$ cat config.mk
export PLATFORM = sky130hd
export DESIGN_NAME = instr_queue_register
export DESIGN_NICKNAME = d
export VERILOG_FILES = /design/src/rtl/instr_queue_register.sv
export SDC_FILE = /design/constraint.sdc
export NUM_CORES = 1
export LEC_CHECK = 0
export ABC_AREA = 0
export CAP_MARGIN = 20
export CORE_MARGIN = 4
export CORE_UTILIZATION = 45
export DETAILED_ROUTE_END_ITERATION = 8
export PLACE_DENSITY = 0.69
export SETUP_SLACK_MARGIN = 0.02
export SLEW_MARGIN = 10
export SYNTH_ARGS = -nofsm -noshare
export SYNTH_HDL_FRONTEND = slang
export SYNTH_SLANG_ARGS = --single-unit
$ cat constraint.sdc
create_clock -name CLK -period 3.1 [get_ports CLK]
set_input_delay 0.62 -clock CLK [delete_from_list [all_inputs] [get_ports CLK]]
set_output_delay 0.62 -clock CLK [all_outputs]
set_load 0.03 [all_outputs]
$ cat src/rtl/instr_queue_register.sv
// DEPTH-entry instruction prefetch queue with a valid/ready fill side and an
// advance/flush control side; the head word is decoded into the instruction fields.
module instr_queue_register #(
    parameter int IW    = 16,
    parameter int DEPTH = 4,
    parameter int CW    = $clog2(DEPTH + 1)
) (
    input  logic          CLK,
    input  logic          Reset,
    input  logic [IW-1:0] Din,
    input  logic          Din_valid,
    output logic          Din_ready,
    input  logic          Advance,
    input  logic          Flush,
    output logic          Valid,
    output logic [CW-1:0] Count,
    output logic [3:0]    Opcode,
    output logic [3:0]    funct,
    output logic [IW-5:0] Imm,
    output logic [2:0]    RegSelect,
    output logic [2:0]    RegSelect2,
    output logic [3:0]    Delta,
    output logic          LocationSelect
);

    localparam int PW = $clog2(DEPTH);

    logic [IW-1:0] mem [DEPTH];
    logic [PW-1:0] rd_ptr;
    logic [PW-1:0] wr_ptr;
    logic [CW-1:0] count_q;
    logic          push;
    logic          pop;
    logic [IW-1:0] head;

    // Ready depends only on the registered count, so Advance never unblocks a full queue.
    assign Din_ready = (count_q != CW'(DEPTH));
    assign Valid     = (count_q != '0);
    assign Count     = count_q;

    assign push = Din_valid & Din_ready & ~Flush;
    assign pop  = Advance & Valid & ~Flush;

    always_ff @(posedge CLK) begin
        if (Reset || Flush) begin
            rd_ptr  <= '0;
            wr_ptr  <= '0;
            count_q <= '0;
        end else begin
            if (push) begin
                wr_ptr <= wr_ptr + PW'(1);
            end
            if (pop) begin
                rd_ptr <= rd_ptr + PW'(1);
            end
            if (push && !pop) begin
                count_q <= count_q + CW'(1);
            end else if (pop && !push) begin
                count_q <= count_q - CW'(1);
            end
        end
    end

    // Storage is not reset; only the pointers and count define what is live.
    always_ff @(posedge CLK) begin
        if (push && !Reset) begin
            mem[wr_ptr] <= Din;
        end
    end

    // An empty queue presents the all-zero NOP word.
    assign head = Valid ? mem[rd_ptr] : '0;

    assign Opcode         = head[IW-1 -: 4];
    assign funct          = head[IW-5 -: 4];
    assign Imm            = head[IW-5:0];
    assign RegSelect      = head[7:5];
    assign RegSelect2     = head[3:1];
    assign Delta          = head[4:1];
    assign LocationSelect = head[0];

endmodule

After elaboration in Yosys (flattened, before gate mapping). Memory sizes are Yosys's and may differ from the RTL's. A register that Yosys moved wholly into a read port is not among the register bits. Index checks and enable logic that the tools add are counted.

Bits in registers: 7. Latch bits: 0. RAM bits: 64. ROM bits: 0. Bits of input ports: 21. Output and inout bits: 36. Word-level logic and storage cells: 30. Memories kept: 1.

Memories: mem (depth 4, width 16, rd ports 1, clocked after memory_dff 1, write ports 1, RTL line 28) `logic [IW-1:0] mem [DEPTH];`.

Add/subtract/negate cells: 4. Multipliers: 0. Div/mod/pow operators: 0. Magnitude comparators: 0. Eq/ne operators: 1. Shifts and indexed selects: 0. Multiplexer cells: 7. Bitwise logic cells: 5. Reduce and logical (&&, ||, !) cells: 9.

Operators by type and width (count): 16-bit two-way mux (1); 3-bit two-way mux (2); 2-bit by 1-bit adder with 2-bit output, second input constant (2); 1-bit bitwise AND (4); 2-bit two-way mux (2); 3-bit by 1-bit adder with 3-bit output, second input constant (1); 1-bit logical AND (3); 1-bit zero test (3); 3-bit != test, second input constant (1); 3-bit nonzero test (1); 3-bit by 1-bit subtractor with 3-bit output, second input constant (1); 1-bit two-way mux (2); 2-bit nonzero test (1); 1-bit logical OR (1); 1-bit inverter (1).

Longest topological paths before layout.
Word-level depth: 7. Mapped depth: 9. Mapped depth without buffers: 9.

Worst setup path after synthesis. Ideal clock, no wire load.

Path type: register to register. Start point: reg count_q[0] (netlist: Count[0]). End point: mem mem[1][0] (enable). Setup time: 0.413 ns. Data arrival time: 2.316 ns. Data required time: 2.687 ns. Path slack: 0.371 ns. Cell stages (with the launch flop): 4. Period minus slack after synthesis: 2.729 ns. Cell sequence: dfxtp_1 -> or3b_4 -> nand3b_4 -> nor3b_1.

Cells in the longest elaborated chain, start to end: 6.

RTL lines: start, declared (RTL line 31) `logic [CW-1:0] count_q;`; start signal, assigned (RTL line 57) `count_q <= count_q + CW'(1);`; start signal, assigned (RTL line 59) `count_q <= count_q - CW'(1);`; 3-bit != test (RTL line 37) `assign Din_ready = (count_q != CW'(DEPTH));`; via Din_ready (RTL line 12) `output logic Din_ready,`; 1-bit bitwise AND (2 in series) (RTL line 41) `assign push = Din_valid & Din_ready & ~Flush;`; 1-bit logical AND (RTL line 66) `if (push && !Reset) begin`; 1-bit two-way mux (RTL line 66); 1-bit two-way mux (not written as such) (RTL line 67) `mem[wr_ptr] <= Din;`; end, declared (RTL line 28).

The timed path passes the listed nets, and every way through them passes these cells.

==> flow_metrics.py <==
metrics = {
    "detailed_routing": {
        "routed_via_density": 4.98,
        "postRouteAntennaNets": 0,
        "drt_iter0_markers": 100,
        "firstDrtPassIters": 4,
        "routed_wire_length_per_instance_um": 15.9,
        "vias": 1538,
        "drc": 0,
        "routed_wl_um": 4900,
    },
    "setup_path": {
        "path_class": "register to output pin",
        "path_max_fanout": 5,
        "worstPathRequired_ps": 2480,
        "cpLargestDelayFamily": "buffers and inverters",
        "cp_slowest_cell": "clkdlybuf4s50_1",
        "r2r_start": "Count[0]$_SDFFE_PP0P_",
        "critical_path_arrival_ps": 2290,
        "critPathCaptureType": "output pin",
        "worstSetupStartpointType": "register",
        "reg2reg_slack_ps": 890,
        "worstPathCellList": "buf_4, mux4_2, nor2b_1, clkdlybuf4s50_1",
        "worstReg2RegEnd": "Count[2]$_SDFFE_PP0P_",
        "reg2reg_depth": 8,
        "worst-path-buf-inv": 2,
        "critPathMaxStageDelay_ps": 620,
    },
    "min_path": {
        "holdCritStartpoint": "rd_ptr[1]$_SDFFE_PP0P_",
        "whs_path_depth": 2,
        "hold_class": "register to register",
        "min_to": "rd_ptr[1]$_SDFFE_PP0P_",
    },
    "outcome": {
        "outcome": "finished, final reports clean",
    },
    "timing": {
        "fmax_mhz": 344,
        "period_share": 0.938,
        "post-route-min-period_ps": 2910,
        "fin_skew_ps": 6.20,
        "slew_headroom": 0.699,
        "tns_ps": 0,
        "hold_viol": 0,
        "whs_ps": 494,
        "setup_viol": 0,
        "tightestPinTransition_ps": 451,
        "final_max_slew_viol_count": 0,
        "rsz0062_at_grt": "false",
        "setup_ws_ps": 191,
    },
    "global_routing": {
        "grt.busiest_layer": "met2",
        "grt-ovfl-total": 0,
        "use_met1": 0.166,
        "use_met2": 0.206,
        "grt_util_met3": 0.0298,
        "globalRouteTotalUtil": 0.129,
        "grt_pass1_vias": 1607,
        "grt_max_degree": 17,
        "grt_pass1_wl_um": 8170,
        "antenna_found_initial": 0,
    },
    "place": {
        "gp_congestion": 0.672,
        "io_buffers": 56,
        "dp_hpwl_um": 3420,
        "dpl_worst_slack_ps": 440,
        "dp.cells": 293,
    },
    "synthesis": {
        "ys.warnings.count": 0,
        "async_reset_ff_frac": 0,
        "synthesis.area_sq_um": 3130,
        "synthTopCellsByArea": "edfxtp_1 (61%), mux4_2 (12%), dfxtp_1 (5.8%), nor2b_4 (4.4%), buf_4 (3.6%)",
        "syn_avg_cell_area_sq_um": 18.5,
        "ys_seq_area_frac": 0.672,
        "synth_top_cell_by_area": "edfxtp_1",
        "synth.top_cell.area_share": 0.614,
        "synth_edf_count": 64,
        "synth_common_cells": "edfxtp_1 (64), mux4_2 (16), buf_4 (15)",
        "syn_nets": 196,
        "synth_seq_cells": 73,
        "syn_inst": 169,
        "ys.flop_type": "edfxtp_1",
        "post-synth-top-count-cell": "edfxtp_1",
        "yosys.cell_types.count": 29,
    },
    "floorplanning": {
        "die_h_um": 91.4,
        "num_io_pins": 57,
        "core_area_sq_um": 6760,
        "dieArea_sq_um": 8350,
        "rows": 30,
        "initial_core_util": 0.463,
        "dieWidth_um": 91.4,
    },
    "clock_tree": {
        "cts_tree": "built",
        "clk_pin_slew_ps": 70,
        "numCtsBuffers": 9,
        "clockRootBuffer": "clkbuf_8",
        "htree_num_levels": 3,
        "cts.repair.resized": 0,
        "clock-sinks": 73,
        "postCtsHoldBufs": 0,
        "post_cts_buffers": 0,
        "cts_buffer_depth": 2,
        "clk_latency_ps": 330,
    },
    "power": {
        "leakagePower_nw": 1.33,
        "ir_drop_uv": 305,
        "power_mw": 2.13,
        "powerDensity_nw_per_um2": 541,
    },
    "layout": {
        "stdcell_count": 309,
        "layout-drive-gt1-share": 0.253,
        "area_growth_pct": 25.8,
        "antenna-diode-count": 0,
        "fin_nets": 251,
    },
    "job": {
        "maxCapViolations": 0,
    },
}
==> tightest hold or removal path: stages (launching register included) <==
cell	delay, ps
dfxtp_1	310
o21ai_0	60
a21oi_1	70
==> sequential cells by signal (all words and copies together) (netlist names), named ones only <==
| register | count |
|---|---|
| mem | 64 |
| Count | 3 |
| rd_ptr | 2 |
| wr_ptr | 2 |
==> logic make-up (layout without fill, tap and decap cells) <==
family / Yosys count / count (layout) / share of synthesized area
flip-flops: 73 / 73 / 0.672
AND/OR/NAND/NOR: 37 / 37 / 0.0996
XOR/XNOR: 3 / 3 / 0.00840
buffers and inverters: 26 / 86 / 0.0600
multiplexers: 19 / 19 / 0.125
AO/OA/AOI/OAI: 5 / 5 / 0.00880
adder cells (fa/ha/maj): 6 / 6 / 0.0264
==> layout by cell type (no fill, tap or decap), drive strengths merged <==
cell type      instances
edfxtp                64
clkdlybuf4s50         56
mux4                  16
nor2b                 14
clkbuf                10
dfxtp                  9
buf                    9
nor2                   7
ha                     5
inv                    5
nor3b                  4
clkinv                 4
xor2                   3
nand2                  3
and2b                  2
or2                    2
mux2i                  2
o21ai                  2
or3                    2
a21oi                  2
bufinv                 2
or3b                   1
nand3b                 1
nor3                   1
o31ai                  1
mux2                   1
fa                     1
==> report_power, final <==
group	leakage, nW	internal [mW]	switching (mW)
registers	0.651	1.08	0.00869
clock network	0.108	0.449	0.313
logic	0.570	0.129	0.149
total	1.33	1.66	0.471
==> stage by stage <==
stage | cell area (sq um) | utilization
finish | 3940 | 0.583
global route | 3940 | 0.583
CTS | 3940 | 0.583
detailed placement | 3730 | 0.552
global placement | 3730 | 0.552
floorplan | 3130 | -
==> metal layers <==
layer  part of all wire  routed length, um
met1               0.43               2130
met2               0.50               2430
met3              0.054                266
met4              0.016                 76
met5                  0                  0
==> cell type report <==
cell class | instances | area (sq um)
inverter | 5 | 18.8
tap | 80 | 100
sequential | 73 | 2100
fill | 523 | 2820
clock inverter | 6 | 82.6
multi-input combinational | 70 | 866
clock buffer | 10 | 128
timing repair buffer | 65 | 641
==> worst max path at each step <==
stage,start,endpoint,slack (ps),cells past startpoint
2_1_floorplan,Count[0]$_SDFFE_PP0P_,mem[1][0]$_DFFE_PP_,370,3
3_3_place_gp,Flush,Count[2]$_SDFFE_PP0P_,460,9
3_5_place_dp,Flush,Count[2]$_SDFFE_PP0P_,440,9
4_1_cts,register,RegSelect2[1],140,4
5_1_grt,register,RegSelect2[1],40,4
6_report,register,RegSelect2[1],190,4
Power figures use the tool's default switching activity.
